**src/rtl/quan_pipe.sv**
```systemverilog
`default_nettype none
// ============================================================================
//  Module   : quan_pipe
//  Purpose  : Multi-channel pipelined requantizer. Converts signed accumulator
//             values into unsigned activation bytes:
//                dout = sat(round(din * M0 / 2^shift) + zero_point)
//             Each channel has its own {m0, shift, zp} set. Input and output
//             are valid/ready streams and the pipeline stalls as a whole.
//  Build    : QUAN_ROUND_EN defined   -> round half up (bias = 2^(shift-1))
//             QUAN_ROUND_EN undefined -> floor (bias = 0)
//  Ports    : clk, rst_n (synchronous, active low)
//             cfg_we/cfg_ch/cfg_m0/cfg_shift/cfg_zp : parameter-set write
//             in_valid/in_ready/din/din_ch          : input stream
//             out_valid/out_ready/dout/dout_ch/dout_sat : output stream
//  Latency  : a beat accepted at edge k is presented after edge k+3
//  Revision : 1.0 - initial release
// ============================================================================
module quan_pipe #(
   parameter int DIN_W   = 18,
   parameter int M0_W    = 16,
   parameter int SHIFT_W = 4,
   parameter int DOUT_W  = 8,
   parameter int CH      = 4,
   parameter int CH_W    = (CH > 1) ? $clog2(CH) : 1
) (
   input  logic               clk,
   input  logic               rst_n,
   input  logic               cfg_we,
   input  logic [CH_W-1:0]    cfg_ch,
   input  logic [M0_W-1:0]    cfg_m0,
   input  logic [SHIFT_W-1:0] cfg_shift,
   input  logic [DOUT_W-1:0]  cfg_zp,
   input  logic               in_valid,
   output logic               in_ready,
   input  logic [DIN_W-1:0]   din,
   input  logic [CH_W-1:0]    din_ch,
   output logic               out_valid,
   input  logic               out_ready,
   output logic [DOUT_W-1:0]  dout,
   output logic [CH_W-1:0]    dout_ch,
   output logic               dout_sat
);

   // Product width: signed din times zero-extended (positive) m0, exact.
   localparam int PW = DIN_W + M0_W + 1;
   // Rounding/zero-point width: two guard bits so bias and zp adds never wrap.
   localparam int RW = PW + 2;
   localparam logic signed [RW-1:0] MAXV = RW'((1 << DOUT_W) - 1);

   // ---------------------------------------------------------------------
   // Per-channel parameter tables
   // ---------------------------------------------------------------------
   logic [M0_W-1:0]    m0_tab    [CH];
   logic [SHIFT_W-1:0] shift_tab [CH];
   logic [DOUT_W-1:0]  zp_tab    [CH];

   always_ff @(posedge clk) begin
      if (!rst_n) begin
         for (int i = 0; i < CH; i++) begin
            m0_tab[i]    <= M0_W'(1);
            shift_tab[i] <= '0;
            zp_tab[i]    <= '0;
         end
      end else if (cfg_we && (32'(cfg_ch) < CH)) begin
         m0_tab[cfg_ch]    <= cfg_m0;
         shift_tab[cfg_ch] <= cfg_shift;
         zp_tab[cfg_ch]    <= cfg_zp;
      end
   end

   // Parameter lookup for the incoming beat. The tables are read before any
   // same-edge write lands, so a racing write only affects later beats.
   logic [M0_W-1:0]    m0_sel;
   logic [SHIFT_W-1:0] shift_sel;
   logic [DOUT_W-1:0]  zp_sel;

   always_comb begin
      m0_sel    = M0_W'(1);
      shift_sel = '0;
      zp_sel    = '0;
      if (32'(din_ch) < CH) begin
         m0_sel    = m0_tab[din_ch];
         shift_sel = shift_tab[din_ch];
         zp_sel    = zp_tab[din_ch];
      end
   end

   // ---------------------------------------------------------------------
   // Handshake: the whole pipeline moves together
   // ---------------------------------------------------------------------
   logic adv;
   assign adv      = ~out_valid | out_ready;
   assign in_ready = adv;

   // ---------------------------------------------------------------------
   // Stage registers
   // ---------------------------------------------------------------------
   logic                     s1_valid;
   logic signed [DIN_W-1:0]  s1_din;
   logic [CH_W-1:0]          s1_ch;
   logic [M0_W-1:0]          s1_m0;
   logic [SHIFT_W-1:0]       s1_shift;
   logic [DOUT_W-1:0]        s1_zp;

   logic                     s2_valid;
   logic signed [PW-1:0]     s2_p;
   logic [CH_W-1:0]          s2_ch;
   logic [SHIFT_W-1:0]       s2_shift;
   logic [DOUT_W-1:0]        s2_zp;

   logic                     s3_valid;
   logic signed [RW-1:0]     s3_r;
   logic [CH_W-1:0]          s3_ch;

   // Multiply
   logic signed [PW-1:0] prod;
   assign prod = PW'(s1_din) * PW'($signed({1'b0, s1_m0}));

   // Rounding shift and zero-point add
   logic signed [RW-1:0] bias;
   logic signed [RW-1:0] q;
   logic signed [RW-1:0] r;

   always_comb begin
`ifdef QUAN_ROUND_EN
      bias = (s2_shift != '0) ? (RW'(1) <<< (s2_shift - SHIFT_W'(1))) : '0;
`else
      bias = '0;
`endif
      q = (RW'(s2_p) + bias) >>> s2_shift;
      r = q + RW'($signed({1'b0, s2_zp}));
   end

   // Saturation to the unsigned output range
   logic [DOUT_W-1:0] sat_val;
   logic              sat_flag;

   always_comb begin
      sat_val  = s3_r[DOUT_W-1:0];
      sat_flag = 1'b0;
      if (s3_r[RW-1]) begin
         sat_val  = '0;
         sat_flag = 1'b1;
      end else if (s3_r > MAXV) begin
         sat_val  = '1;
         sat_flag = 1'b1;
      end
   end

   // Data registers only load on a valid beat so bubbles leave them untouched;
   // this keeps dout at its reset value until the first real result.
   always_ff @(posedge clk) begin
      if (!rst_n) begin
         s1_valid  <= 1'b0;
         s1_din    <= '0;
         s1_ch     <= '0;
         s1_m0     <= '0;
         s1_shift  <= '0;
         s1_zp     <= '0;
         s2_valid  <= 1'b0;
         s2_p      <= '0;
         s2_ch     <= '0;
         s2_shift  <= '0;
         s2_zp     <= '0;
         s3_valid  <= 1'b0;
         s3_r      <= '0;
         s3_ch     <= '0;
         out_valid <= 1'b0;
         dout      <= '0;
         dout_ch   <= '0;
         dout_sat  <= 1'b0;
      end else if (adv) begin
         s1_valid  <= in_valid;
         s2_valid  <= s1_valid;
         s3_valid  <= s2_valid;
         out_valid <= s3_valid;
         if (in_valid) begin
            s1_din   <= $signed(din);
            s1_ch    <= din_ch;
            s1_m0    <= m0_sel;
            s1_shift <= shift_sel;
            s1_zp    <= zp_sel;
         end
         if (s1_valid) begin
            s2_p     <= prod;
            s2_ch    <= s1_ch;
            s2_shift <= s1_shift;
            s2_zp    <= s1_zp;
         end
         if (s2_valid) begin
            s3_r  <= r;
            s3_ch <= s2_ch;
         end
         if (s3_valid) begin
            dout     <= sat_val;
            dout_ch  <= s3_ch;
            dout_sat <= sat_flag;
         end
      end
   end

endmodule
`default_nettype wire

```
**config.mk**
```make
export PLATFORM = sky130hd
export DESIGN_NAME = quan_pipe
export DESIGN_NICKNAME = d
export VERILOG_FILES = /design/src/rtl/quan_pipe.sv
export SDC_FILE = /design/constraint.sdc
export NUM_CORES = 1
export LEC_CHECK = 0
export BUFFER_PORTS_ARGS = -buffer_cell sky130_fd_sc_hd__buf_2
export CORE_ASPECT_RATIO = 2
export CORE_MARGIN = 5
export CORE_UTILIZATION = 65
export DETAILED_ROUTE_END_ITERATION = 8
export GPL_TIMING_DRIVEN = 0
export PLACE_DENSITY = 0.8
export SLEW_MARGIN = 20
export SYNTH_ARGS = -nofsm -noshare
export SYNTH_HDL_FRONTEND = slang
export SYNTH_SLANG_ARGS = --single-unit
```
**constraint.sdc**
```tcl
create_clock -name clk -period 14.6 [get_ports clk]
set_clock_uncertainty 0.15 [all_clocks]
set_input_delay 0 -clock clk [delete_from_list [all_inputs] [get_ports clk]]
set_output_delay 0 -clock clk [all_outputs]
set_load 0.03 [all_outputs]
```
# Yosys cells after proc, flatten, opt, wreduce, memory -nomap -nowiden
# Memories as Yosys holds them, arrays and structs flattened. A register that Yosys moved wholly into a read port is not among the register bits.
# Cells that the tools add are included.
# totals
ff_bits	123
ram_bits	112
input_bits	55
out_inout_bits	13
memories	3
# op_classes
n_addsub	1
mul	1
n_lt_le_gt_ge	1
n_shift	1
mux	17
bitwise	2
n_reduce_logical	10
# memory_table
memory	depth	width	rd	rd_ports_with_merged_regs	write_ports	line_no	text
m0_tab	4	16	1	1	4	53	logic [M0_W-1:0] m0_tab [CH];
zp_tab	4	8	1	1	4	55	logic [DOUT_W-1:0] zp_tab [CH];
shift_tab	4	4	1	1	4	54	logic [SHIFT_W-1:0] shift_tab [CH];
# op_table
op	n
$add 37x9->37	1
$gt 37x9->1 const B	1
$sshr 35x4->37	1
$mul 18x17->35	1
$mux 8	3
$mux 16	1
$reduce_or 16->1	1
$mux 1	9
$reduce_and 2->1	4
$reduce_or 8->1	1
$mux 2	3
$mux 4	1
$reduce_or 4->1	1
$logic_not 1->1	3
$not 1->1	1
$or 1x1->1	1

# Logic depth before layout (Yosys ltp)
# Gate-level depths: netlist of run 1.
# logic_depth
depth_word	5
depth_mapped	25
mapped_depth_nobuf	23

# Least setup slack after synthesis of run 1
# Ideal clock, no wire load.
# synth_timing
path_kind	register to register
start	reg s1_din[17]
end	reg s2_p[31]
arrival_time_ns	6.315
required_ns	14.388
slack_ns	8.073
path_stages_with_launch	24
path_buffers	3
period_less_slack_ns	6.527
cell_sequence	dfxtp_1 -> clkbuf_1 -> clkbuf_1 -> nand2_1 -> fa_1 -> inv_1 -> fa_1 -> fa_1 -> fa_1 -> fa_1 -> inv_1 -> fa_1 -> inv_1 -> ha_1 -> clkbuf_1 -> and3_1 -> and3_1 -> nand3_1 -> nor2_1 -> a21oi_1 -> o31ai_1 -> a31oi_1 -> or4_1 -> nand3_1
# synth_between
elab_chain_cells	1
# synth_lines
element	line_no	text
from (decl)	99	logic signed [DIN_W-1:0] s1_din;
from (signal assigned)	178	s1_din <= $signed(din);
$mul 18x17->35	117	assign prod = PW'(s1_din) * PW'($signed({1'b0, s1_m0}));
to (signal assigned)	185	s2_p <= prod;
to (decl)	106	logic signed [PW-1:0] s2_p;
# No other way between the ends.
# A chain may end at the register's enable or synchronous reset.

# Final worst setup path of run 1
# layout_timing
start	reg s1_m0[12] (read register of m0_tab)
end	reg s2_p[31]
# layout_between
elab_chain_cells	1
# layout_lines
element	line_no	text
from (decl)	101	logic [M0_W-1:0] s1_m0;
$mul 18x17->35	117	
# No other way between the ends.

==> metrics.csv, run 1 <==
stage,metric,value,unit
place,global placer's final weighted congestion,0.997,
critical_path,WP data required,14940,ps
layout,fillers,2711,
floorplanning,core box area,36400,um2
run_status,status,completed,
global_route,initial antenna violation count,1,
global_route,met1 usage,36.4,%
drt,# DRC,0,
global_route,largest net degree at the start of global routing,29,
min_path,worst min path class,input pin to flip-flop,
global_route,vias in the first global route,21108,
power_and_ir_drop,PD cells,80.9,nW/um2
critical_path,Worst setup EP type,flip-flop,
cts,CTS buffer count,24,
power_and_ir_drop,Sw Share,32.7,%
min_path,HP Start,din[12],
layout,multi-input combinational cell area,15500,um2
global_route,busiest metal layer after global routing,met2,
critical_path,CP startpoint kind,flip-flop,
layout,"most common cell after layout, fill and taps aside",nand2_1,
global_route,global-route wire length before repair,112000,um
global_route,global-route track usage on met2,64.7,%
floorplanning,Initial Utilization,65.8,%
cts,CTS max path bufs,3,
drt,wire per inst,22.5,um
cts,clk root buf,clkbuf_16,
timing,final hold slack,93.7,ps
global_route,GR Layer Usage met3,3.89,%
power_and_ir_drop,static leakage,0.0115,uW
floorplanning,Die Height,281,um
place,DPL Wire Length,55300,um
cts,clk_lat worst skew,550,ps
yosys,net count after synthesis,2999,
yosys,Mapped Cells,2553,
timing,worst slew pin tran,991,ps
power_and_ir_drop,Max IR drop VDD,0.131,mV
timing,crit share post-route,54.2,%
yosys,Synth area leader,fa_1,
yosys,synth top area cells,"fa_1 25%, edfxtp_1 14%, dfxtp_1 13%, nand2_1 6.7%, inv_1 5.8%",
layout,Nets,3146,
job,Max-Cap Viols,0,
drt,Post-DRT Antenna Nets,0,
timing,final hold violation count,0,
layout,layout cells sized above 1,7.14,%
layout,Area growth syn-to-layout,9.96,%
timing,fmax,126,MHz
drt,DRT Pass-1 Iters,6,
critical_path,worst-path fanout max,10,
min_path,hold path cells,4,
yosys,ys async rst share,0,%
timing,slew margin rel.,34.0,%
layout,"commonest cells after routing, fill and taps aside","428 x nand2_1, 372 x inv_1, 294 x fa_1",
yosys,synthesized area,23900,um2
place,Buffers on Ports,65,
power_and_ir_drop,Psw,696,uW
power_and_ir_drop,Comb power frac,27.1,%
floorplanning,die width,146,um
yosys,yosys warns,0,
drt,Via density,6.09,
drt,via count,19320,
global_route,GRT Resource Usage Total,35.1,%
timing,setup_tns,0,ps
floorplanning,I/O pin cnt,68,
critical_path,reg2reg end,s2_p[31],
yosys,register area share after synthesis,26.7,%
power_and_ir_drop,power share of the clock group,32.8,%
critical_path,R2R cell count,23,
yosys,Synth Flop Type,dfxtp_1,
timing,RSZ-0062 raised after global routing,no,
global_route,global route total overflow,0,
yosys,Mapped Avg Cell Area,9.38,um2
cts,CTS Sinks,263,
layout,Final Util,72.3,%
cts,clk slew on worst S/H paths,70,ps
layout,Sequential cell area,6390,um2
critical_path,reg2reg start,s1_m0[12],
cts,Max H-tree Level,1,
drt,Initial DRC Count,1442,
power_and_ir_drop,P_int,1430,uW
critical_path,Critical Path AT,8250,ps
critical_path,crit path kind,flip-flop to flip-flop,
floorplanning,DIE AREA,41000,um2
yosys,Unique masters post-synth,79,
yosys,Yosys top cell area share,24.6,%
floorplanning,Cell Rows,99,
cts,CTS tree,built,
power_and_ir_drop,Seq pwr share,40.1,%
yosys,Post-synth EDFFs,112,
timing,Slew Limit Fails,0,
timing,Final setup viols,0,
yosys,"flops & latches, synth",263,
critical_path,flop2flop setup slack,6690,ps
timing,crit path time final,7910,ps
drt,"wirelength, routed",71600,um
cts,setup bufs post-CTS,0,
min_path,Worst Hold End,s1_din[12],
## flip-flops by register name, summed over array words and instances (netlist names)
| signal | count |
|---|---|
| shift_tab | 16 |
| s2_zp | 8 |
| s2_ch | 2 |
| zp_tab | 32 |
| s1_shift | 4 |
| s1_m0 | 16 |
| s2_shift | 4 |
| s3_valid | 1 |
| s3_ch | 2 |
| s3_r | 37 |
| s1_zp | 8 |
| s1_din | 18 |
| dout | 8 |
| s2_p | 35 |
| dout_ch | 2 |
| m0_tab | 64 |
| out_valid | 1 |
| dout_sat | 1 |
| s1_ch | 2 |
| s1_valid | 1 |
| s2_valid | 1 |
## cells in the mapped netlist, types with 3 or more instances
master and number:
fa_1 294, o211ai_1 6, nand2b_1 12, nor4_1 10
o21ai_0 57, mux4_1 12, dfxtp_1 151, nor2_1 94
nor3b_1 4, and2_1 205, nand2_1 429, xor2_1 21
edfxtp_1 112, mux2_2 10, or3_1 5, nor2b_1 9
buf_1 11, a31oi_1 11, xnor2_1 30, nor3_1 31
buf_2 6, or2_2 5, a21boi_0 4, and3_1 31
a311o_1 4, clkbuf_1 126, o21a_1 8, a211oi_1 24
a211o_1 3, a21o_1 20, nand4_1 7, nand3_1 31
mux4_2 37, ha_1 97, mux2i_1 46, a21oi_1 159
a311oi_1 3, o31ai_1 3, inv_1 372, buf_4 3
## logic make-up after synthesis
group	after synthesis	synth area share (%)
flops	263	26.7
compound gates	324	8.17
mux	108	7.36
xor+xnor	51	1.87
buf+inv	523	8.48
simple gates	893	17.8
fa+ha+maj	391	29.6
## worst max-delay path, cell delays in order (launching register included)
cell	delay, ps
dfxtp_1	310
clkbuf_1	660
clkbuf_1	570
nand2_1	160
fa_1	530
fa_1	430
inv_1	80
fa_1	460
fa_1	540
fa_1	560
inv_1	60
fa_1	520
inv_1	40
ha_1	260
clkbuf_1	300
and4_1	350
a211oi_1	100
a21oi_1	240
a211o_1	160
a21oi_1	60
o31ai_1	570
a31oi_1	230
or4_1	430
nand3_1	70
## power groups by stage
stage | clock network (uW) | registers (uW) | logic [uW]
floorplan | 0 | 851 | 381
global placement | 0 | 865 | 537
detailed placement | 0 | 868 | 556
CTS | 699 | 852 | 571
global route | 733 | 858 | 633
finish | 699 | 855 | 577
## metal layers
metal	part of all wire, %	wire [um]
met5	0	0
met4	9.2	6620
met3	5.2	3700
met2	53	37900
met1	33	23300
## layout make-up
cell class                      count  share of cell area [%]
Antenna cell                        2                  0.0190
Sequential cell                   263                    24.3
Clock inverter                     14                   0.879
Multi-Input combinational cell   1767                    59.0
Tap cell                          454                    2.16
Clock buffer                       30                    2.40
Inverter                          373                    5.32
Timing Repair Buffer              121                    3.56
Buffer                            150                    2.39
## stage by stage
stage               area (um2)  setup slack [ps]  std cells  total power, uW
detailed placement       24900              6860       3075             1420
floorplan                23900              8070       2553             1230
CTS                      26300              6820       3172             2120
global placement         24800              6810       3072             1400
finish                   26300              6690       3174             2130
global route             26300              6390       3172             2220
## worst max-delay path by stage
stage                    start  endpoint  slack (ps)  cells after the start
global placement     s1_m0[11]  s2_p[31]        6810                     23
CTS                 s1_din[17]  s2_p[31]        6820                     23
detailed placement    s1_m0[2]  s2_p[31]        6860                     20
global route        s1_din[17]  s2_p[31]        6390                     23
finish               s1_m0[12]  s2_p[31]        6690                     23
floorplan           s1_din[17]  s2_p[31]        8070                     23
## what timing repair did
item                                   in CTS  in global routing
hold buffers                               53                  0
endpoints found under the hold margin     160                  0
gates resized for setup                     0                  0
No activity file was read; power rests on OpenSTA's default activity.
==> inputs of run 2 (changes only) <==
--- a/config.mk
+++ b/config.mk
@@ -5,13 +5,14 @@
 export SDC_FILE = /design/constraint.sdc
 export NUM_CORES = 1
 export LEC_CHECK = 0
+export ABC_AREA = 1
 export BUFFER_PORTS_ARGS = -buffer_cell sky130_fd_sc_hd__buf_2
 export CORE_ASPECT_RATIO = 2
 export CORE_MARGIN = 5
-export CORE_UTILIZATION = 65
+export CORE_UTILIZATION = 59
 export DETAILED_ROUTE_END_ITERATION = 8
 export GPL_TIMING_DRIVEN = 0
-export PLACE_DENSITY = 0.8
+export PLACE_DENSITY = 0.76
 export SLEW_MARGIN = 20
 export SYNTH_ARGS = -nofsm -noshare
 export SYNTH_HDL_FRONTEND = slang
==> constraint.sdc (replaced) <==
create_clock -name clk -period 7.2 [get_ports clk]
set_clock_uncertainty 0.15 [all_clocks]
set_input_delay 0 -clock clk [delete_from_list [all_inputs] [get_ports clk]]
set_output_delay 0 -clock clk [all_outputs]
set_load 0.03 [all_outputs]
==> run 2 against run 1 <==
Sequential share of layout area fell by 1.0 points. Non-clock buffer count grew 19. Final cell count grew 26%. Register-to-register slack got worse by 6500 ps. Critical path depth shrank 2. Routed wire length up 18%. Die area up 14%. First-iteration DRC count rose by 14%. Global-route usage is 0.81 points higher. Clock power rose by 100%. Highest routed layer unchanged.
==> metrics.csv, run 2 <==
stage,metric,value,unit
run_status,status,completed,
yosys,net count after synthesis,3729,
global_route,vias in the first global route,23840,
job,Max-Cap Viols,0,
global_route,global route total overflow,0,
power_and_ir_drop,Seq pwr share,29.7,%
drt,Initial DRC Count,1646,
cts,CTS tree,built,
timing,RSZ-0062 raised after global routing,no,
power_and_ir_drop,Sw Share,42.3,%
min_path,Worst Hold End,s1_m0[14],
timing,crit path time final,7050,ps
critical_path,reg2reg start,s1_m0[13],
yosys,Unique masters post-synth,49,
timing,worst slew pin tran,960,ps
yosys,register area share after synthesis,25.5,%
drt,DRT Pass-1 Iters,6,
yosys,synthesized area,25000,um2
cts,clk_lat worst skew,560,ps
yosys,ys async rst share,0,%
min_path,HP Start,din_ch[0],
layout,Largest regs,"m0_tab: 64 flops, s3_r: 37 flops, s2_p: 35 flops",
global_route,largest net degree at the start of global routing,29,
yosys,top-count cell post-synth,inv_1,
cts,CTS Sinks,263,
yosys,synth top area cells,"fa_1 24%, edfxtp_1 13%, dfxtp_1 12%, inv_1 9.9%, nand2_1 9.4%",
drt,wire per inst,21.1,um
floorplanning,Die Height,301,um
power_and_ir_drop,P_int,3390,uW
cts,clk slew on worst S/H paths,70,ps
critical_path,Critical Path AT,7330,ps
min_path,worst min path class,input pin to flip-flop,
critical_path,WP data required,7480,ps
yosys,yosys warns,0,
power_and_ir_drop,PD cells,213,nW/um2
yosys,Mapped Avg Cell Area,7.63,um2
floorplanning,die width,156,um
global_route,initial antenna violation count,0,
critical_path,crit path kind,flip-flop to flip-flop,
floorplanning,DIE AREA,46900,um2
power_and_ir_drop,power share of the clock group,24.1,%
floorplanning,Cell Rows,106,
power_and_ir_drop,total power,5880,uW
power_and_ir_drop,static leakage,0.0142,uW
place,global placer's final weighted congestion,1.06,
drt,via count,22488,
critical_path,reg2reg end,s2_p[34],
min_path,hold path cells,5,
layout,max FFs per register,64,
cts,CTS max path bufs,3,
power_and_ir_drop,Max IR drop VDD,0.238,mV
cts,clk root buf,clkbuf_16,
timing,fmax,142,MHz
yosys,"flops & latches, synth",263,
layout,fillers,3684,
drt,Post-DRT Antenna Nets,0,
layout,Finished Layout Cells,3985,
critical_path,flop2flop setup slack,150,ps
place,Buffers on Ports,66,
timing,crit share post-route,97.9,%
yosys,synth cell count leaders,"661 x inv_1, 630 x nand2_1, 451 x nor2_1",
timing,Slew Limit Fails,0,
yosys,Synth Flop Type,dfxtp_1,
drt,# DRC,0,
critical_path,worst-path fanout max,10,
layout,Area growth syn-to-layout,9.91,%
place,DPL Wire Length,66800,um
layout,"most common cell after layout, fill and taps aside",inv_1,
timing,Final setup viols,0,
yosys,Post-synth EDFFs,112,
yosys,Mapped Cells,3283,
cts,Max H-tree Level,1,
layout,Largest Register,m0_tab,
critical_path,R2R cell count,21,
drt,Via density,5.64,
power_and_ir_drop,Comb power frac,46.1,%
floorplanning,Initial Utilization,59.8,%
global_route,GRT Resource Usage Total,35.9,%
power_and_ir_drop,Psw,2480,uW
critical_path,Worst setup EP type,flip-flop,
layout,layout cells sized above 1,7.52,%
layout,Nets,3875,
layout,Sequential cell area,6390,um2
timing,slew margin rel.,36.0,%
layout,"commonest cells after routing, fill and taps aside","661 x inv_1, 626 x nand2_1, 451 x nor2_1",
place,post-placement cell count,3889,
floorplanning,core box area,41900,um2
layout,multi-input combinational cell area,15400,um2
yosys,Synth area leader,fa_1,
timing,final hold violation count,0,
yosys,Yosys top cell area share,23.5,%
global_route,global-route wire length before repair,128000,um
critical_path,CP startpoint kind,flip-flop,
floorplanning,I/O pin cnt,68,
cts,CTS buffer count,24,
drt,"wirelength, routed",84200,um
-- run 2: worst max path at each step --
stage              start       end  slack, ps  cells past startpoint
5_1_grt         s1_m0[4]  s2_p[25]         20                     23
4_1_cts         s1_m0[3]  s2_p[25]         10                     24
2_1_floorplan   s1_m0[8]  s2_p[25]       1280                     26
3_3_place_gp   s1_m0[10]  s2_p[34]       -170                     23
3_5_place_dp    s1_m0[8]  s2_p[34]       -200                     23
6_report       s1_m0[13]  s2_p[34]        150                     21
-- run 2: power by group through the flow --
stage / Combinational (uW) / Sequential [uW] / Clock (uW)
after floorplan: 1830 / 1750 / 0
after global placement: 2580 / 1760 / 0
after detailed placement: 2630 / 1760 / 0
after CTS: 2670 / 1730 / 1410
after global routing: 3000 / 1760 / 1460
final: 2710 / 1750 / 1420
-- run 2: critical path, cell delays in order, from the launching register on --
cell,delay [ps]
dfxtp_1,310
clkbuf_1,410
buf_1,630
nand2_1,140
fa_1,520
inv_1,60
fa_1,490
fa_1,630
fa_1,510
fa_1,500
inv_1,50
fa_1,470
inv_1,40
ha_1,320
a21oi_1,250
o21ai_0,270
a21oi_1,200
o21ai_1,200
nand4_1,120
nand2_1,150
xnor2_2,390
a21oi_1,110
-- run 2: cell type report --
| cell class | count | area share [%] |
|---|---|---|
| Antenna cell | 1 | 0.00909 |
| Buffer | 162 | 2.54 |
| Timing Repair Buffer | 128 | 3.45 |
| Inverter | 677 | 9.23 |
| Sequential cell | 263 | 23.2 |
| Clock buffer | 29 | 2.32 |
| Multi-Input combinational cell | 2173 | 56.0 |
| Tap cell | 540 | 2.45 |
| Clock inverter | 12 | 0.746 |
-- run 2: cells by family after synthesis --
group / after synthesis / share of synthesized area (%)
and+or+nand+nor: 1359 / 23.5
adders and majority gates: 391 / 28.3
DFF: 263 / 25.5
muxes: 1 / 0.0400
buffers and inverters: 847 / 13.0
AOI/OAI and AO/OA: 379 / 8.12
xor gates and xnor gates: 43 / 1.50
-- run 2: timing repair --
| item | 4_1_cts | 5_1_grt |
|---|---|---|
| endpoints found under the hold margin | 160 | 0 |
| buffers inserted | 0 | 0 |
| hold buffers | 62 | 0 |
| resized for setup | 3 | 21 |
| setup endpoints to repair | 5 | 11 |
-- run 2: metrics by stage --
| step | worst slack, ps | hold WS, ps | TNS, ps | cell area [um2] | util (%) |
|---|---|---|---|---|---|
| 6_report | 149 | 58.0 | 0 | 27500 | 65.7 |
| 5_1_grt | 18.0 | 107 | 0 | 27500 | 65.7 |
| 4_1_cts | 11.7 | 16.7 | 0 | 27500 | 65.7 |
| 3_5_place_dp | -200 | 107 | -424 | 26100 | 62.2 |
| 3_3_place_gp | -166 | 100 | -328 | 26000 | 62.2 |
| 2_1_floorplan | 1280 | 10.6 | 0 | 25000 | - |
-- run 2: metal layers --
metal	global-route usage, %	wire [um]	part of all wire, %	up-vias
li1	-	-	-	10276
met1	33.0	24500	29	10668
met2	65.9	44600	53	1048
met3	4.77	4810	5.7	496
met4	34.2	10300	12	0
met5	0	0	0	-
